File: src/rtl/interp_pkg.sv
// ---------------------------------------------------------------------------
// interp_pkg
// Shared definitions for the pilot-interpolation controller and the
// interpolation datapath (interpolation_top):
//   - state_e    : controller FSM state encoding
//   - NUM_STEPS  : number of output subcarrier pairs per sequence
//   - sel_t      : one row of adder-operand / output-mux select codes
//   - sel_lookup : 8-entry select-code table (PRIME0, PRIME1, step0..step5)
// ---------------------------------------------------------------------------
package interp_pkg;

  typedef enum logic [2:0] {
    ST_IDLE   = 3'd0,
    ST_PRIME0 = 3'd1,
    ST_PRIME1 = 3'd2,
    ST_RUN    = 3'd3,
    ST_DONE   = 3'd4
  } state_e;

  localparam int NUM_STEPS = 6;

  // Table row indices: the priming rows come first, step k lives at row k+2.
  localparam logic [2:0] TBL_PRIME0 = 3'd0;
  localparam logic [2:0] TBL_PRIME1 = 3'd1;
  localparam logic [2:0] TBL_STEP0  = 3'd2;

  typedef struct packed {
    logic [1:0] s1a;
    logic [1:0] s1b;
    logic [1:0] s2a;
    logic [1:0] s2b;
    logic [1:0] s_h1;
    logic [1:0] s_h2;
  } sel_t;

  // Select codes consumed by both the controller and the datapath.
  // Field order: s1a, s1b, s2a, s2b, s_h1, s_h2.
  function automatic sel_t sel_lookup(input logic [2:0] idx);
    sel_t v;
    case (idx)
      3'd0:    v = {2'd1, 2'd2, 2'd0, 2'd0, 2'd0, 2'd0}; // PRIME0: h6, 2*h6
      3'd1:    v = {2'd2, 2'd3, 2'd1, 2'd2, 2'd0, 2'd0}; // PRIME1: 5*h9
      3'd2:    v = {2'd0, 2'd1, 2'd1, 2'd0, 2'd1, 2'd2}; // step0
      3'd3:    v = {2'd1, 2'd0, 2'd2, 2'd1, 2'd2, 2'd1}; // step1
      3'd4:    v = {2'd2, 2'd1, 2'd0, 2'd3, 2'd3, 2'd0}; // step2
      3'd5:    v = {2'd3, 2'd2, 2'd1, 2'd1, 2'd1, 2'd3}; // step3
      3'd6:    v = {2'd1, 2'd3, 2'd3, 2'd2, 2'd2, 2'd2}; // step4
      3'd7:    v = {2'd0, 2'd2, 2'd2, 2'd3, 2'd3, 2'd1}; // step5
      default: v = '0;
    endcase
    return v;
  endfunction

endpackage

File: src/rtl/interp_ctrl.sv
// ---------------------------------------------------------------------------
// interp_ctrl
// Sequencer for the pilot-interpolation datapath. After a start pulse it
// primes the datapath registers (PRIME0, PRIME1), then walks six output
// steps, presenting one subcarrier pair per step under a valid/ready
// handshake, and finally pulses done.
//
// Ports
//   clk, rst           : clock, synchronous active-high reset
//   start              : one-cycle start pulse (pilots stable until done)
//   out_ready          : downstream accepts the current output pair
//   s1a,s1b,s2a,s2b    : adder operand mux selects
//   s_h1,s_h2          : output mux selects
//   en_reg_h6/2h6/5h9  : datapath register enables
//   out_valid,out_idx  : output pair valid, index of h_eqlz_1 (h_eqlz_2 = +1)
//   busy, done         : sequence in progress / one-cycle completion pulse
//
// Build option
//   INTERP_START_QUEUE_EN : when defined, one start arriving while busy is
//                           remembered and launched straight from DONE.
// ---------------------------------------------------------------------------
import interp_pkg::*;

module interp_ctrl #(
  parameter int SC_W = 4
) (
  input  logic            clk,
  input  logic            rst,
  input  logic            start,
  input  logic            out_ready,
  output logic [1:0]      s1a,
  output logic [1:0]      s1b,
  output logic [1:0]      s2a,
  output logic [1:0]      s2b,
  output logic [1:0]      s_h1,
  output logic [1:0]      s_h2,
  output logic            en_reg_h6,
  output logic            en_reg_2h6,
  output logic            en_reg_5h9,
  output logic            out_valid,
  output logic [SC_W-1:0] out_idx,
  output logic            busy,
  output logic            done
);

  state_e     r_state;
  logic [2:0] r_k;
  sel_t       r_sel;
  logic       w_launch;
  logic       w_accept;

`ifdef INTERP_START_QUEUE_EN
  logic       r_pending;

  // One-deep start queue: capture a start seen while busy, clear on launch.
  always_ff @(posedge clk) begin
    if (rst) begin
      r_pending <= 1'b0;
    end else if ((r_state == ST_DONE) && w_launch) begin
      r_pending <= 1'b0;
    end else if (start && busy) begin
      r_pending <= 1'b1;
    end else begin
      r_pending <= r_pending;
    end
  end

  // A new sequence may begin from IDLE, or directly from DONE.
  always_comb begin
    w_launch = ((r_state == ST_IDLE) && start) ||
               ((r_state == ST_DONE) && (start || r_pending));
  end
`else
  // A new sequence may begin from IDLE, or directly from DONE.
  always_comb begin
    w_launch = ((r_state == ST_IDLE) || (r_state == ST_DONE)) && start;
  end
`endif

  assign w_accept = out_valid && out_ready;

  // Selects are held in one packed register and fanned out unchanged.
  assign s1a  = r_sel.s1a;
  assign s1b  = r_sel.s1b;
  assign s2a  = r_sel.s2a;
  assign s2b  = r_sel.s2b;
  assign s_h1 = r_sel.s_h1;
  assign s_h2 = r_sel.s_h2;

  // Controller FSM: every output is loaded with the value for the next state.
  always_ff @(posedge clk) begin
    if (rst) begin
      r_state    <= ST_IDLE;
      r_k        <= 3'd0;
      r_sel      <= '0;
      en_reg_h6  <= 1'b0;
      en_reg_2h6 <= 1'b0;
      en_reg_5h9 <= 1'b0;
      out_valid  <= 1'b0;
      out_idx    <= '0;
      busy       <= 1'b0;
      done       <= 1'b0;
    end else begin
      // Enables and done are single-cycle; only the priming/DONE entries raise them.
      en_reg_h6  <= 1'b0;
      en_reg_2h6 <= 1'b0;
      en_reg_5h9 <= 1'b0;
      done       <= 1'b0;
      case (r_state)
        ST_IDLE, ST_DONE: begin
          r_k       <= 3'd0;
          out_valid <= 1'b0;
          out_idx   <= '0;
          if (w_launch) begin
            r_state    <= ST_PRIME0;
            r_sel      <= sel_lookup(TBL_PRIME0);
            en_reg_h6  <= 1'b1;
            en_reg_2h6 <= 1'b1;
            busy       <= 1'b1;
          end else begin
            r_state <= ST_IDLE;
            r_sel   <= '0;
            busy    <= 1'b0;
          end
        end
        ST_PRIME0: begin
          r_state    <= ST_PRIME1;
          r_sel      <= sel_lookup(TBL_PRIME1);
          en_reg_5h9 <= 1'b1;
          busy       <= 1'b1;
        end
        ST_PRIME1: begin
          r_state   <= ST_RUN;
          r_k       <= 3'd0;
          r_sel     <= sel_lookup(TBL_STEP0);
          out_valid <= 1'b1;
          out_idx   <= '0;
          busy      <= 1'b1;
        end
        ST_RUN: begin
          if (w_accept) begin
            if (r_k == 3'(NUM_STEPS - 1)) begin
              r_state   <= ST_DONE;
              r_k       <= 3'd0;
              r_sel     <= '0;
              out_valid <= 1'b0;
              out_idx   <= '0;
              busy      <= 1'b0;
              done      <= 1'b1;
            end else begin
              r_k     <= r_k + 3'd1;
              // Row of step k+1 is (k+1)+2.
              r_sel   <= sel_lookup(r_k + 3'd3);
              // Index of the first subcarrier of pair k+1 is 2*(k+1).
              out_idx <= SC_W'({r_k + 3'd1, 1'b0});
            end
          end else begin
            // Stall: hold everything as presented.
            r_k     <= r_k;
            r_sel   <= r_sel;
            out_idx <= out_idx;
          end
        end
        default: begin
          r_state   <= ST_IDLE;
          r_k       <= 3'd0;
          r_sel     <= '0;
          out_valid <= 1'b0;
          out_idx   <= '0;
          busy      <= 1'b0;
        end
      endcase
    end
  end

endmodule

File: config.mk
export PLATFORM = sky130hd
export DESIGN_NAME = interp_ctrl
export DESIGN_NICKNAME = d
export VERILOG_FILES = /design/src/rtl/interp_pkg.sv /design/src/rtl/interp_ctrl.sv
export SDC_FILE = /design/constraint.sdc
export NUM_CORES = 1
export LEC_CHECK = 0
export CELL_PAD_IN_SITES_DETAIL_PLACEMENT = 1
export CELL_PAD_IN_SITES_GLOBAL_PLACEMENT = 2
export CORE_ASPECT_RATIO = 1.25
export CORE_UTILIZATION = 30
export CTS_BUF_LIST = sky130_fd_sc_hd__clkbuf_16
export DETAILED_ROUTE_END_ITERATION = 16
export GPL_TIMING_DRIVEN = 0
export PLACE_DENSITY = 0.84
export SLEW_MARGIN = 20
export SYNTH_ARGS = -nofsm -noshare
export SYNTH_HDL_FRONTEND = slang
export SYNTH_SLANG_ARGS = --single-unit
File: constraint.sdc
create_clock -name clk -period 2.05 [get_ports clk]
set_input_delay 0.3075 -clock clk [delete_from_list [all_inputs] [get_ports clk]]
set_output_delay 0.3075 -clock clk [all_outputs]
set_load 0.05 [all_outputs]
Word-level counts from Yosys, hierarchy flattened
Memory sizes are Yosys's and may differ from the RTL's.
Cells that the tools add are included.
Word-level totals
  logic and storage cells: 60
  memories: 1
  flip-flop bits (word level): 27
  output and inout bits: 22
  ROM bits: 96
Memory list
  (name not given): depth 8, width 12, read ports 1, clocked after Yosys merged registers in 0, write ports 0, line interp_pkg.sv:40  | case (idx)
Operators by class
  bitwise gates (word level): 4
  multiplexer cells: 21
  $add $sub $neg: 2
  equal/unequal tests: 7
  reduce and logical (&&, ||, !) cells: 11
Operator list (count)
  $pmux 12 s4: 1
  $mux 12: 2
  $mux 3: 4
  $pmux 3 s4: 1
  $mux 11: 1
  $mux 4: 2
  $pmux 4 s2: 1
  $eq 3x2->1 const B: 2
  $eq 3x3->1 const B: 2
  $mux 1: 6
  $pmux 1 s3: 2
  $pmux 3 s2: 1
  $reduce_or 2->1: 3
  $ne 2x2->1 const B: 2
  $not 1->1: 4
  $reduce_and 2->1: 2
  $add 3x1->3 const B: 1
  $add 3x2->3 const B: 1
  $eq 3x1->1 const B: 1
  $logic_not 3->1: 1
  $reduce_and 3->1: 1
  $reduce_or 3->1: 1
  $logic_and 1x1->1: 2
  $logic_or 1x1->1: 1

Depth between registers and ports, before layout
Gate-level depths: netlist of run 1.
  word-level depth: 5
  gate-level depth with buffers: 7

Least setup slack after synthesis of run 1
No wires, ideal clock.
  path type: reg-to-reg
  start point: register, netlist name out_idx[1]
  end point: register r_sel (netlist bit s1a[0])
  setup time: 76 ps
  data arrival time: 2144 ps
  path buffers: 2
  path slack: -171 ps
  stages on the path, launching flop included: 8
  path through: dfxtp_1 > clkbuf_1 > inv_1 > ha_1 > buf_2 > xor2_2 > mux2_1 > o22ai_1
RTL lines
  to (signal assigned): line interp_ctrl.sv:116  | r_sel <= sel_lookup(TBL_PRIME0);
  to (signal assigned): line interp_ctrl.sv:128  | r_sel <= sel_lookup(TBL_PRIME1);
  to (signal assigned): line interp_ctrl.sv:135  | r_sel <= sel_lookup(TBL_STEP0);
  to (decl): line interp_ctrl.sv:48  | sel_t r_sel;

Worst setup path after layout of run 1
  start point: register out_valid
  end point: output out_valid
RTL lines
  from (decl): line interp_ctrl.sv:40  | output logic out_valid,
  from (signal assigned): line interp_ctrl.sv:99  | out_valid <= 1'b0;
  from (signal assigned): line interp_ctrl.sv:112  | out_valid <= 1'b0;
  from (signal assigned): line interp_ctrl.sv:136  | out_valid <= 1'b1;
No word-level cell between the ends.

==> impl_metrics.yaml, run 1 <==
clock_tree:
  cts_hold_buf: 0
  clk_latency_ns: 0.27
  cts_buffers: 3
  cts_tree: "done"
  cts_root_buf: "clkbuf_16"
  clockBufferDepth: 2
  clock_sinks: 23
  clk_pin_slew_ns: 0.06
  htreeDepth: 1
yosys:
  ys_ff_latch: 23
  synth_ff_type: "dfxtp_1"
  yosysMostFrequentCell: "dfxtp_1"
  synth_top_area_share_pct: 36.3
  syn_area_um2: 1270
  postSynthCellCount: 142
  synthTopCellsByArea: "dfxtp_1 (36%), ha_1 (6.9%), a21oi_1 (5.1%)"
  synth_top_cells_by_count: "dfxtp_1 (23), a21oi_1 (13), nand2_1 (13)"
  synth_edf_count: 0
  async_reset_ff_share_pct: 0
  ys_types: 46
  synth_nets: 154
  post_synth.cell_area_avg_um2: 8.93
  seq_area_frac_synth_pct: 36.3
  yosysWarnings: 0
  synth_area_leader_cell: "dfxtp_1"
timing:
  relSlewSlack_pct: 63.8
  worstMarginPinSlew_ns: 0.543
  fin_crit_ns: 1.95
  drv_slew: 0
  skew_ns: 0.00542
  tns_ns: 0
  setup-violations-final: 0
  fmax_ghz: 0.512
  rsz0062_at_grt: "false"
  fin_crit_sh_pct: 95.2
  final_hold_viol_count: 0
routing:
  dr.first_iter.drc_count: 22
  vias: 1155
  wl_mm: 3.42
  via_per_inst: 5.09
  dr.pass1.iters: 4
  ant_nets: 0
  wl_per_cell_um: 15.1
  drcViolationCount: 0
worst_setup_path:
  r2r_end: "s1a[0]"
  cp_top_family: "buffers and inverters"
  worstPathMaxFanout: 10
  path_cells: "clkdlybuf4s50_1"
  cp_slowest_cell: "clkdlybuf4s50_1"
  critical_path_buf_inv_count: 1
  rr_startpoint: "out_idx[1]"
  startpoint_type: "flip-flop"
  reg2reg_depth: 6
  crit_type: "reg2out"
  end_kind: "output pin"
  r2r_slack_ns: 0.16
  crit_required_ns: 1.74
  critPathArrivalTime_ns: 1.64
  max_stage_delay_ns: 0.88
power:
  p_int_w: 0.000836
  swShare_pct: 31.4
  p_clk_share_pct: 35.4
  p_leak_nw: 0.587
  ir_drop_uv: 365
  combPwrFrac_pct: 23.2
  power_w: 0.00122
  p_seq_share_pct: 41.4
  p_switching_w: 0.000383
  powerDensity_nw_per_um2: 728
grt:
  antenna_found_initial: 0
  grt_usage_pct: 17.2
  grt_max_degree: 14
  grt_pass1_wl_mm: 5.65
  grt_overflow_total: 0
  grt_pass1_vias: 1153
floorplanning:
  die_x_um: 60.1
  design.core.area_um2: 4070
  start_util_pct: 31.2
  dieArea_um2: 4490
  die_height_um: 74.7
  row_count: 26
  io_pins: 26
placed_design:
  port_buffers: 24
  gp_congestion: 0.826
  dpl_cell_area_um2: 1580
  place_hpwl_mm: 2.61
hold_path:
  hp-class: "reg2reg"
  hp-start: "s_h1[1]"
  hold_end: "s_h1[1]"
  min_path_cells: 2
final_layout:
  drive_gt1_share_pct: 14.0
  fin_nets: 184
  final_area_um2: 1680
  diodes: 0
  area_delta_synth_final_pct: 32.2
  fill_cells: 485
flow_run:
  drv_cap: 0
run_status:
  outcome: "finished clean"
power by group through the flow:
stage | Combinational, W | Sequential [W] | Clock [W]
final | 0.000283 | 0.000504 | 0.000432
after global routing | 0.000304 | 0.000509 | 0.000466
after CTS | 0.000284 | 0.000504 | 0.000448
after floorplan | 0.000110 | 0.000593 | 0
after global placement | 0.000279 | 0.000512 | 0
after detailed placement | 0.000283 | 0.000513 | 0
per-layer routing:
layer  global-route usage, %  wire length (um)  up-vias
met1                    20.9              1520      564
li1                        -                 -      557
met4                    7.49                71        0
met2                    29.1              1750       28
met5                       0                 0        -
met3                    3.44                73        6
how the worst max path moves through the flow:
stage,start,to,slack [ns],cells after the start
3_5_place_dp,out_idx[1],s1a[0],-0.16,7
4_1_cts,out_valid,out_valid,0.1,1
3_3_place_gp,out_idx[1],s1a[0],-0.11,7
2_1_floorplan,out_idx[1],s1a[0],0.01,7
5_1_grt,out_idx[1],s1a[0],0.05,6
6_report,out_valid,out_valid,0.1,1
sequential cells by signal, indices dropped and copies added (netlist names):
register and flops:
busy 1, done 1, en_reg_2h6 1, en_reg_5h9 1, out_idx 3, out_valid 1
r_state 3, s1a 2, s1b 2, s2a 2, s2b 2, s_h1 2
s_h2 2
final cells by class:
type	count	area, um2	area share [%]
Timing Repair Buffer	26	255	15.2
Buffer	7	38.8	2.32
Tap cell	56	70.1	4.18
Clock inverter	1	5.00	0.299
Multi-Input combinational cell	103	734	43.8
Clock buffer	3	75.1	4.48
Inverter	8	33.8	2.02
Sequential cell	23	463	27.6
metrics by stage:
step	setup WS [ns]	hold slack, ns	std cells	util, %
floorplan	0.0149	0.469	142	-
global placement	-0.114	0.441	222	38.9
detailed placement	-0.155	0.446	222	38.9
CTS	0.0987	0.455	225	40.7
global route	0.0527	0.491	227	41.2
finish	0.0980	0.451	227	41.2
logic make-up after synthesis:
group / Yosys count / share of synthesized area [%]
and+or+nand+nor: 48 / 21.2
muxes: 3 / 2.47
adders and majority gates: 8 / 8.49
other: 1 / 0.296
AOI/OAI and AO/OA: 40 / 22.8
DFF: 23 / 36.3
xor gates and xnor gates: 3 / 2.67
buffers and inverters: 16 / 5.72
cells in the final DEF (no fill, tap or decap), types with 3 or more instances in the layout:
master,netlist,final
o21ai_0,7,7
inv_1,8,7
nand3_1,6,6
clkdlybuf4s50_1,0,24
ha_1,7,7
buf_4,2,4
dfxtp_1,23,21
clkbuf_16,0,3
nor2b_1,3,3
o22ai_1,5,5
buf_2,4,4
nor2_1,10,10
nand2_1,13,13
a21oi_1,13,13
what timing repair did:
| action | in CTS | in global routing |
|---|---|---|
| resized for setup | 0 | 1 |
| endpoints found under the setup margin | 3 | 1 |
| cloned | 0 | 0 |
| setup buffers | 0 | 2 |
Note: power is estimated with default switching activity, not from simulation.
==> run 2, diff against run 1 <==
--- a/config.mk
+++ b/config.mk
@@ -10,6 +10,7 @@
 export CORE_ASPECT_RATIO = 1.25
 export CORE_UTILIZATION = 30
 export CTS_BUF_LIST = sky130_fd_sc_hd__clkbuf_16
+export CTS_CLUSTER_SIZE = 40
 export DETAILED_ROUTE_END_ITERATION = 16
 export GPL_TIMING_DRIVEN = 0
 export PLACE_DENSITY = 0.84
==> constraint.sdc (replaced) <==
create_clock -name clk -period 2.1 [get_ports clk]
set_input_delay 0.315 -clock clk [delete_from_list [all_inputs] [get_ports clk]]
set_output_delay 0.315 -clock clk [all_outputs]
set_load 0.05 [all_outputs]
==> impl_metrics.yaml, run 2 (synthesis gave the netlist of run 1 again) <==
run_status:
  outcome: "finished clean"
routing:
  ant_nets: 0
  vias: 1123
  route.met3.wl_um: 80
  wl_mm: 3.21
  dr.pass1.iters: 4
  highest_layer: "met4"
  wl_met1_mm: 1.49
  via_per_inst: 4.99
  wl_met2_mm: 1.56
  drcViolationCount: 0
  dr.first_iter.drc_count: 29
  wl_per_cell_um: 14.3
grt:
  antenna_found_initial: 0
  grt_overflow_total: 0
  grt_pass1_wl_mm: 5.31
  grt_pass1_vias: 1067
  grt_max_degree: 13
  grt_usage_pct: 16.2
worst_setup_path:
  critical_path_buf_inv_count: 1
  critPathArrivalTime_ns: 1.63
  crit_path_start: "out_valid"
  max_stage_delay_ns: 0.88
  cp.depth: 1
  worstPathMaxFanout: 10
  crit_type: "reg2out"
  startpoint_type: "flip-flop"
  path_cells: "clkdlybuf4s50_1"
  r2r_end: "s1a[0]"
  cp_top_family: "buffers and inverters"
  rr_startpoint: "out_idx[2]"
  cp_slowest_cell: "clkdlybuf4s50_1"
  crit_end: "out_valid"
  r2r_slack_ns: 0.19
  reg2reg_depth: 6
  end_kind: "output pin"
  crit_required_ns: 1.78
placed_design:
  place_inst: 222
  dpl_cell_area_um2: 1580
  port_buffers: 24
  place_hpwl_mm: 2.51
  gp_congestion: 0.807
clock_tree:
  clk_latency_ns: 0.26
  clk_pin_slew_ns: 0.06
  clockBufferDepth: 2
  clock_sinks: 23
  cts_buffers: 3
  cts_root_buf: "clkbuf_16"
  htreeDepth: 1
  cts_resized: 0
  cts_tree: "done"
timing:
  final_hold_viol_count: 0
  relSlewSlack_pct: 64.8
  rsz0062_at_grt: "false"
  worstMarginPinSlew_ns: 0.528
  fin_crit_ns: 1.95
  fmax_ghz: 0.513
  skew_ns: 0.00409
  drv_slew: 0
  fin_crit_sh_pct: 92.8
  whs_ns: 0.451
  setup-violations-final: 0
power:
  combPwrFrac_pct: 23.3
  powerDensity_nw_per_um2: 712
  p_leak_nw: 0.580
  p_clk_share_pct: 35.1
  swShare_pct: 30.9
  ir_drop_uv: 305
  p_switching_w: 0.000364
  power_w: 0.00118
  p_seq_share_pct: 41.6
  p_int_w: 0.000814
final_layout:
  fin_nets: 182
  most-common-layout-cells: "clkdlybuf4s50_1 (24), dfxtp_1 (22), nand2_1 (13), a21oi_1 (13), nor2_1 (10)"
  fill_cells: 493
  final_area_um2: 1650
  reg_top3: "out_idx (3), r_state (3)"
  drive_gt1_share_pct: 11.2
  mostFrequentLayoutCell: "clkdlybuf4s50_1"
  final_cells: 225
  post-route-util_pct: 40.7
  area_delta_synth_final_pct: 30.5
  diodes: 0
floorplanning:
  die_height_um: 74.7
  start_util_pct: 31.2
  dieArea_um2: 4490
  row_count: 26
  die_x_um: 60.1
  io_pins: 26
  design.core.area_um2: 4070
hold_path:
  hp-class: "reg2reg"
flow_run:
  drv_cap: 0
==> run 2: cell types whose count changed in the layout (fill, tap and decap cells not counted), sizes merged <==
cell / before / now
inv: 7 / 9
buf: 9 / 7
clkinvlp: 1 / 0
clkinv: 1 / 0
==> run 2: stage by stage <==
step	setup slack, ns	TNS [ns]
6_report	0.151	0
5_1_grt	0.0111	0
4_1_cts	0.139	0
3_5_place_dp	-0.0423	-0.0423
3_3_place_gp	-0.0592	-0.0592
2_1_floorplan	0.0402	0
==> run 2: power by group through the flow <==
stage / clock (W) / combinational (W) / sequential [W]
3_3_place_gp: 0 / 0.000272 / 0.000500
6_report: 0.000414 / 0.000274 / 0.000490
4_1_cts: 0.000428 / 0.000276 / 0.000491
5_1_grt: 0.000453 / 0.000294 / 0.000494
2_1_floorplan: 0 / 0.000107 / 0.000579
3_5_place_dp: 0 / 0.000275 / 0.000501
==> run 2: how the worst min path moves through the flow <==
stage / from / end / slack [ns] / cells after the start
floorplan: rst / s1b[0] / 0.48 / 2
global placement: s_h1[1] / s_h1[1] / 0.44 / 2
detailed placement: s2b[0] / s2b[0] / 0.45 / 2
CTS: s2b[0] / s2b[0] / 0.45 / 2
global route: s_h1[1] / s_h1[1] / 0.48 / 2
finish: s_h1[1] / s_h1[1] / 0.45 / 2
==> run 2: timing repair <==
| item | 4_1_cts | 5_1_grt |
|---|---|---|
| hold buffers | 0 | 0 |
| buffers inserted | 0 | 0 |
| setup endpoints to repair | 1 | 0 |
==> run 2: layer usage <==
| layer | up-vias | GRT usage (%) |
|---|---|---|
| li1 | 556 | - |
| met1 | 542 | 19.7 |
| met2 | 20 | 26.9 |
| met3 | 5 | 3.26 |
| met4 | 0 | 7.75 |
| met5 | - | 0 |
==> run 2: cell type report <==
class | instances | area, um2 | share of cell area (%)
multi-input combinational | 103 | 734 | 44.4
sequential | 23 | 462 | 27.9
timing repair buffer | 24 | 240 | 14.5
clock buffer | 3 | 75.1 | 4.54
tap | 56 | 70.1 | 4.24
buffer | 7 | 38.8 | 2.34
inverter | 8 | 30.0 | 1.82
clock inverter | 1 | 3.75 | 0.227
